File: config.mk
export PLATFORM = sky130hd
export DESIGN_NAME = ibex_rf_wb_stage
export DESIGN_NICKNAME = d
export VERILOG_FILES = /design/src/rtl/ibex_rf_wb_stage.sv
export SDC_FILE = /design/constraint.sdc
export NUM_CORES = 1
export LEC_CHECK = 0
export ABC_CLOCK_PERIOD_IN_PS = 2500
export CAP_MARGIN = 5
export CORE_ASPECT_RATIO = 0.7
export CORE_MARGIN = 2
export CORE_UTILIZATION = 47
export CTS_CLUSTER_SIZE = 28
export DETAILED_ROUTE_END_ITERATION = 10
export PLACE_DENSITY = 0.85
export SKIP_CTS_REPAIR_TIMING = 1
export SYNTH_ARGS = -nofsm -noshare
export SYNTH_HDL_FRONTEND = slang
export SYNTH_SLANG_ARGS = --single-unit
File: constraint.sdc
create_clock -name clk_int -period 2.5 [get_ports clk_int]
set_input_delay 0.25 -clock clk_int [delete_from_list [all_inputs] [get_ports clk_int]]
set_output_delay 0.25 -clock clk_int [all_outputs]
set_load 0.01 [all_outputs]
File: src/rtl/ibex_rf_wb_stage.sv
// rtl/ibex_rf_wb_stage.sv - writeback merge of EX and LSU writes with skid buffer and read forwarding
module ibex_rf_wb_stage #(
  parameter bit                   RV32E       = 1'b0,
  parameter int unsigned          DataWidth   = 32,
  parameter logic [DataWidth-1:0] WordZeroVal = '0
) (
  input  logic                 clk_int,
  input  logic                 rst_ni,

  input  logic                 ex_we_i,
  input  logic [4:0]           ex_waddr_i,
  input  logic [DataWidth-1:0] ex_wdata_i,
  output logic                 ex_ready_o,

  input  logic                 lsu_we_i,
  input  logic [4:0]           lsu_waddr_i,
  input  logic [DataWidth-1:0] lsu_wdata_i,

  output logic                 rf_we_o,
  output logic [4:0]           rf_waddr_o,
  output logic [DataWidth-1:0] rf_wdata_o,

  input  logic [4:0]           raddr_a_i,
  input  logic [4:0]           raddr_b_i,
  output logic                 fwd_a_o,
  output logic                 fwd_b_o,
  output logic [DataWidth-1:0] fwd_data_a_o,
  output logic [DataWidth-1:0] fwd_data_b_o,

  output logic                 err_o
);

  typedef enum logic {BufEmpty, BufFull} buf_state_e;

  buf_state_e           buf_state_q, buf_state_d;
  logic [4:0]           buf_addr_q, buf_addr_d;
  logic [DataWidth-1:0] buf_data_q, buf_data_d;
  logic                 rf_we_q, rf_we_d;
  logic [4:0]           rf_waddr_q, rf_waddr_d;
  logic [DataWidth-1:0] rf_wdata_q, rf_wdata_d;
  logic                 err_q, err_d;
  logic                 ex_we_q;

  logic buf_full, ex_take, ex_ok, lsu_ok;

  // x0 writes are silently dropped; on RV32E x16..x31 are dropped as well
  function automatic logic addr_legal(input logic [4:0] addr);
    return (addr != 5'd0) && !(RV32E && addr[4]);
  endfunction

  function automatic logic addr_illegal(input logic [4:0] addr);
    return RV32E && addr[4];
  endfunction

  // Buffer first (youngest), then output stage, then the EX write being accepted now
  function automatic logic [DataWidth:0] fwd_lookup(
    input logic [4:0]           raddr,
    input logic                 b_valid,
    input logic [4:0]           b_addr,
    input logic [DataWidth-1:0] b_data,
    input logic                 o_we,
    input logic [4:0]           o_addr,
    input logic [DataWidth-1:0] o_data,
    input logic                 e_ok,
    input logic [4:0]           e_addr,
    input logic [DataWidth-1:0] e_data
  );
    if (raddr == 5'd0)                  return {1'b0, WordZeroVal};
    else if (b_valid && b_addr == raddr) return {1'b1, b_data};
    else if (o_we && o_addr == raddr)    return {1'b1, o_data};
    else if (e_ok && e_addr == raddr)    return {1'b1, e_data};
    else                                 return {1'b0, WordZeroVal};
  endfunction

  assign buf_full   = (buf_state_q == BufFull);
  assign ex_take    = ex_we_i & ~buf_full;
  assign ex_ok      = ex_take & addr_legal(ex_waddr_i);
  assign lsu_ok     = lsu_we_i & addr_legal(lsu_waddr_i);
  assign ex_ready_o = ~buf_full;

  // Pick this cycle's RF write (LSU > buffered EX > new EX) and next buffer contents
  always_comb begin
    buf_state_d = buf_state_q;
    buf_addr_d  = buf_addr_q;
    buf_data_d  = buf_data_q;
    rf_we_d     = 1'b0;
    rf_waddr_d  = rf_waddr_q;
    rf_wdata_d  = rf_wdata_q;
    if (lsu_ok) begin
      rf_we_d    = 1'b1;
      rf_waddr_d = lsu_waddr_i;
      rf_wdata_d = lsu_wdata_i;
      if (ex_ok) begin
        buf_state_d = BufFull;
        buf_addr_d  = ex_waddr_i;
        buf_data_d  = ex_wdata_i;
      end
    end else if (buf_full) begin
      rf_we_d     = 1'b1;
      rf_waddr_d  = buf_addr_q;
      rf_wdata_d  = buf_data_q;
      buf_state_d = BufEmpty;
    end else if (ex_ok) begin
      rf_we_d    = 1'b1;
      rf_waddr_d = ex_waddr_i;
      rf_wdata_d = ex_wdata_i;
    end
    err_d = (lsu_we_i & addr_illegal(lsu_waddr_i))
          | (ex_take & addr_illegal(ex_waddr_i))
          | (ex_we_i & ~ex_we_q & buf_full);
  end

  // Stage registers; reset discards any buffered or pending write
  always_ff @(posedge clk_int or negedge rst_ni) begin
    if (!rst_ni) begin
      buf_state_q <= BufEmpty;
      buf_addr_q  <= 5'd0;
      buf_data_q  <= WordZeroVal;
      rf_we_q     <= 1'b0;
      rf_waddr_q  <= 5'd0;
      rf_wdata_q  <= WordZeroVal;
      err_q       <= 1'b0;
      ex_we_q     <= 1'b0;
    end else begin
      buf_state_q <= buf_state_d;
      buf_addr_q  <= buf_addr_d;
      buf_data_q  <= buf_data_d;
      rf_we_q     <= rf_we_d;
      rf_waddr_q  <= rf_waddr_d;
      rf_wdata_q  <= rf_wdata_d;
      err_q       <= err_d;
      ex_we_q     <= ex_we_i;
    end
  end

  assign rf_we_o    = rf_we_q;
  assign rf_waddr_o = rf_waddr_q;
  assign rf_wdata_o = rf_wdata_q;
  assign err_o      = err_q;

  assign {fwd_a_o, fwd_data_a_o} = fwd_lookup(raddr_a_i, buf_full, buf_addr_q, buf_data_q,
                                              rf_we_q, rf_waddr_q, rf_wdata_q,
                                              ex_ok, ex_waddr_i, ex_wdata_i);
  assign {fwd_b_o, fwd_data_b_o} = fwd_lookup(raddr_b_i, buf_full, buf_addr_q, buf_data_q,
                                              rf_we_q, rf_waddr_q, rf_wdata_q,
                                              ex_ok, ex_waddr_i, ex_wdata_i);

endmodule

### Word level (Yosys, flattened, before mapping)

Index checks and enable logic that the tools add are counted.

| word-level totals | value |
|---|---|
| word-level logic and storage cells | 53 |
| memories kept | 0 |
| ROM bits | 0 |
| memory bits (writable) | 0 |
| register bits | 78 |
| latch bits | 0 |
| input bits | 88 |
| output and inout bits | 106 |

| operators by class | value |
|---|---|
| multiply operators | 0 |
| shifts and indexed selects | 0 |
| div/mod/pow operators | 0 |
| equal/unequal tests | 7 |
| bitwise operators | 7 |
| add/subtract/negate cells | 0 |
| order comparisons | 0 |
| reduce and logical (&&, ||, !) cells | 12 |
| mux-type cells | 19 |

Operators with widths:

| cell | count |
|---|---|
| $mux 33 | 8 |
| $mux 32 | 3 |
| $eq 5x5->1 | 6 |
| $mux 5 | 3 |
| $logic_not 5->1 | 2 |
| $reduce_bool 5->1 | 2 |
| $logic_and 1x1->1 | 6 |
| $and 1x1->1 | 5 |
| $mux 1 | 5 |
| $reduce_bool 3->1 | 1 |
| $ne 2x2->1 const B | 1 |
| $not 1->1 | 2 |
| $reduce_and 2->1 | 1 |

### Longest topological paths before layout

| depth | value |
|---|---|
| depth in word-level cells | 8 |
| depth in mapped cells | 7 |
| depth with buffers taken out | 5 |

### Worst setup path after synthesis

Ideal clock, no wire load.

| timing path | value |
|---|---|
| kind | flip-flop to output port |
| start point | register rf_waddr_q[0], in the netlist rf_waddr_o[0] |
| end point | output fwd_data_b_o[10] |
| data required time | 2.250 ns |
| data arrival time | 1.820 ns |
| cell stages (with the launch flop) | 8 |
| buffers on the path | 2 |
| setup slack | 0.430 ns |
| cell sequence | dfrtp_1 > xor2_1 > nor4_1 > and3_1 > buf_2 > clkbuf_1 > a21o_1 > o221a_1 |

| between the ends | value |
|---|---|
| cells in the longest elaborated chain, start to end | 5 |

RTL lines:

| item | line | RTL |
|---|---|---|
| from (decl) | 39 | `logic [4:0] rf_waddr_q, rf_waddr_d;` |
| from (signal assigned) | 129 | `rf_waddr_q <= rf_waddr_d;` |
| $eq 5x5->1 | 70 | `else if (o_we && o_addr == raddr) return {1'b1, o_data};` |
| $logic_and 1x1->1 | 70 |  |
| $mux 33 | 70 |  |
| $mux 33 | 69 | `else if (b_valid && b_addr == raddr) return {1'b1, b_data};` |
| $mux 33 | 68 | `if (raddr == 5'd0) return {1'b0, WordZeroVal};` |
| to (decl) | 28 | `output logic [DataWidth-1:0] fwd_data_b_o,` |

Every way passes these cells.

### Worst setup path in the final report

| timing path | value |
|---|---|
| start point | register rf_waddr_q[4], in the netlist rf_waddr_o[4] |
| end point | output fwd_data_b_o[16] |

The elaborated chain is that of the path after synthesis.

==> results.md <==
- Dpl hpwl: 15.76 mm
- CP max stage delay: 0.42 ns
- Clock Sinks: 78
- I/O Pins: 194
- Final Cycle Share: 103.7%
- GRT Residual Overflow: 0
- Worst vdd ir: 0.4292 mV
- First-pass GRT wire length: 36.54 mm
- Max cap viols: 0
- GP Congestion: 0.9304
- Power per cell area: 508.1 nW/um^2
- Worst Skew: 0.009809 ns
- Placed cells: 1,013
- Reg clk slew, reported paths: 0.06 ns
- TritonRoute pass-1 iters: 5
- Later-pin clock latency in the skew report: 0.35 ns
- Largest net degree at the start of global routing: 43
- Die Width: 136.9 um
- Number of diodes: 0
- DP Area: 8431 um^2
- #FFs+latches synth: 78
- Starting density of the core: 48.88%
- Cell Area, Synth: 5813 um^2
- Worst hold path type: in2reg
- Worst slew pin tran: 0.7965 ns
- Clk Tree Root Cell: clkbuf_16
- Utilization after layout: 75.00%
- Die Height: 97.05 um
- WP data arrival: 2.34 ns
- Crit start category: flip-flop
- Area of the multi-input gates: 3855 um^2
- Fin nets: 968
- Worst setup EP type: output port
- Vias in the first global route: 6,682
- H-tree Lvls: 3
- Die area: 13,290 um^2
- Routed wire length: 24.74 mm
- Tot GR Track Use: 35.45%
- RSZ-0062 raised after global routing: yes
- Worst hold slack: 0.3008 ns
- Mapped Cells: 658
- Clk buf depth: 2
- Core area: 11,890 um^2
- Mapped Nets: 746
- Synthesis Warnings: 0
- Share of cells above drive strength 1: 32.20%
- Setup violators final: 40
- Leak: 3.921 nW
- WL/cell: 23.74 um
- Critical path fanouts, max: 8
- Final Max Tran Viols: 0
- Mapped Avg Cell Area: 8.834 um^2
- Final Hold Vio Count: 0
- Routed vias: 6,843
- Site Rows: 33
- Non-Filler Instances: 1,042
- Seq/Total Area, Yosys: 33.58%
- Post-route ant nets: 0
- DP Worst Slack: -0.5544 ns
- CTS tree: built
- Vias per cell: 6.567
- Area delta synth->final: 53.42%
- Final WS setup: -0.09256 ns
- FMAX: 385.7 MHz
- Failing checks: negative setup slack
- Cell variety after synth: 38
- Period minus WS final: 2.593 ns
- Setup CP Type: reg2out
- 1st-iter DRT viols: 819
- TritonCTS Buffers: 9
- Finished Cell Area: 8919 um^2
- Register area: 1953 um^2
- Most common cell on crit path: buf_4
- Worst path slowest cell: dfrtp_1
- Worst-path cell chain: buf_4 -> xor2_1 -> nor4_1 -> and3_4 -> buf_4 -> buf_8 -> nor3b_2 -> o221a_1 -> buf_6
- Slew headroom: 46.73%
- Filler instances: 827
- IO buf count: 193
- Status: complete, but fails checks
- CP Data Required Time: 2.25 ns
- Antenna violations before repair: 1
- DRC errors left: 0
## final cells by class
| cell class | instances | area share [%] |
|---|---|---|
| Sequential cell | 78 | 21.90 |
| Timing Repair Buffer | 276 | 29.12 |
| Inverter | 1 | 0.04209 |
| Multi-Input combinational cell | 514 | 43.22 |
| Tap cell | 157 | 2.203 |
| Clock inverter | 2 | 0.4349 |
| Clock buffer | 14 | 3.072 |
## cell usage in the layout, fill, tap and decap left out, types with 3 or more instances in the layout
master and n:
a21o_1 32, and2_1 31, a21oi_2 25, clkbuf_8 3, dlymetal6s2s_1 11, clkbuf_2 10, nor2_1 4, buf_6 8
nor3b_2 31, nor2b_1 5, xnor2_1 17, xor2_1 12, dfrtp_1 77, buf_4 53, mux2_2 37, a21oi_1 29
a21oi_4 10, nand2_1 46, o21ai_1 34, o21ai_2 4, a211oi_1 36, o221a_2 3, nand3_1 35, o221a_1 29
buf_2 52, o21ai_0 68, buf_12 19, clkdlybuf4s50_1 118, clkbuf_16 12
## state kept, by name, indices dropped and copies added, names as in the netlist
register	cells
err_o	1
rf_wdata_o	32
rf_waddr_o	5
ex_we_q	1
buf_full	1
buf_data_q	32
rf_we_o	1
buf_addr_q	5
## cells by family after synthesis
family	Yosys count	share of synthesized area (%)
and+or+nand+nor	171	18.96
xor gates and xnor gates	30	4.520
buffers and inverters	66	5.209
DFF	78	33.58
AOI/OAI and AO/OA	276	30.56
muxes	37	7.167
## metrics by stage
| stage | total power, W | setup TNS (ns) |
|---|---|---|
| floorplan | 0.002274 | 0 |
| global placement | 0.003026 | -30.24 |
| detailed placement | 0.003079 | -30.50 |
| CTS | 0.004465 | -30.77 |
| global route | 0.004694 | -6.325 |
| finish | 0.004531 | -1.410 |
## critical path, delay by kind of cell (launching register included)
kind	cells	cell delay (ns)
AO/OA/AOI/OAI	1	0.26
XOR/XNOR	1	0.15
buffers and inverters	4	0.61
flip-flops	1	0.42
AND/OR/NAND/NOR	3	0.56
## power breakdown
group / internal [W] / switching, W / total (W)
Clock: 0.000859 / 0.000536 / 0.00139
Sequential: 0.00146 / 0.000261 / 0.00172
Combinational: 0.000740 / 0.000673 / 0.00141
Total: 0.00306 / 0.00147 / 0.00453
## cell usage after synthesis
master | n | share of area, %
nand3_1 | 35 | 3.0
o221a_1 | 29 | 5.6
clkbuf_1 | 46 | 3.0
xnor2_1 | 18 | 2.7
o21a_1 | 2 | 0.26
or4_1 | 1 | 0.13
o21ai_0 | 88 | 7.6
or3_1 | 2 | 0.22
nand4_1 | 2 | 0.22
nor3_2 | 1 | 0.17
clkinv_1 | 1 | 0.065
clkbuf_2 | 1 | 0.086
nand2_1 | 46 | 3.0
o21ai_4 | 1 | 0.28
and3_1 | 2 | 0.22
a211oi_1 | 36 | 4.6
nor2b_1 | 5 | 0.54
and2_1 | 32 | 3.4
o21ai_1 | 19 | 1.6
xor2_1 | 12 | 1.8
dfrtp_1 | 78 | 34
nor4_2 | 1 | 0.22
buf_4 | 3 | 0.39
nor4_1 | 2 | 0.22
o221a_2 | 3 | 0.58
a21oi_1 | 64 | 5.5
a221o_1 | 1 | 0.17
a21o_1 | 32 | 4.1
mux2_2 | 37 | 7.2
nor3b_2 | 29 | 6.2
buf_6 | 4 | 0.77
buf_1 | 1 | 0.065
nor3_1 | 4 | 0.34
nor3b_1 | 3 | 0.39
or4_4 | 2 | 0.39
buf_2 | 10 | 0.86
nor2_1 | 4 | 0.26
o31a_1 | 1 | 0.15
## metal layers
layer	GRT usage (%)	vias up	part of all wire [%]
met2	52.77	569	45
met3	8.857	78	13
li1	-	2901	-
met1	50.12	3293	40
met4	11.90	2	2.7
met5	0	-	0.053
## path summary, 6_finish.rpt
kind                                from               end  slack (ns)  cells past startpoint
max                        rf_waddr_o[4]  fwd_data_b_o[16]       -0.09                      9
max in group asynchronous         rst_ni          buf_full        1.38                      3
max reg2reg                     buf_full    buf_data_q[22]        0.49                      4
min                              ex_we_i           ex_we_q        0.30                      2
min in group asynchronous         rst_ni             err_o        0.46                      2
min reg2reg                      ex_we_q             err_o        0.40                      1
Power figures use the tool's default switching activity.
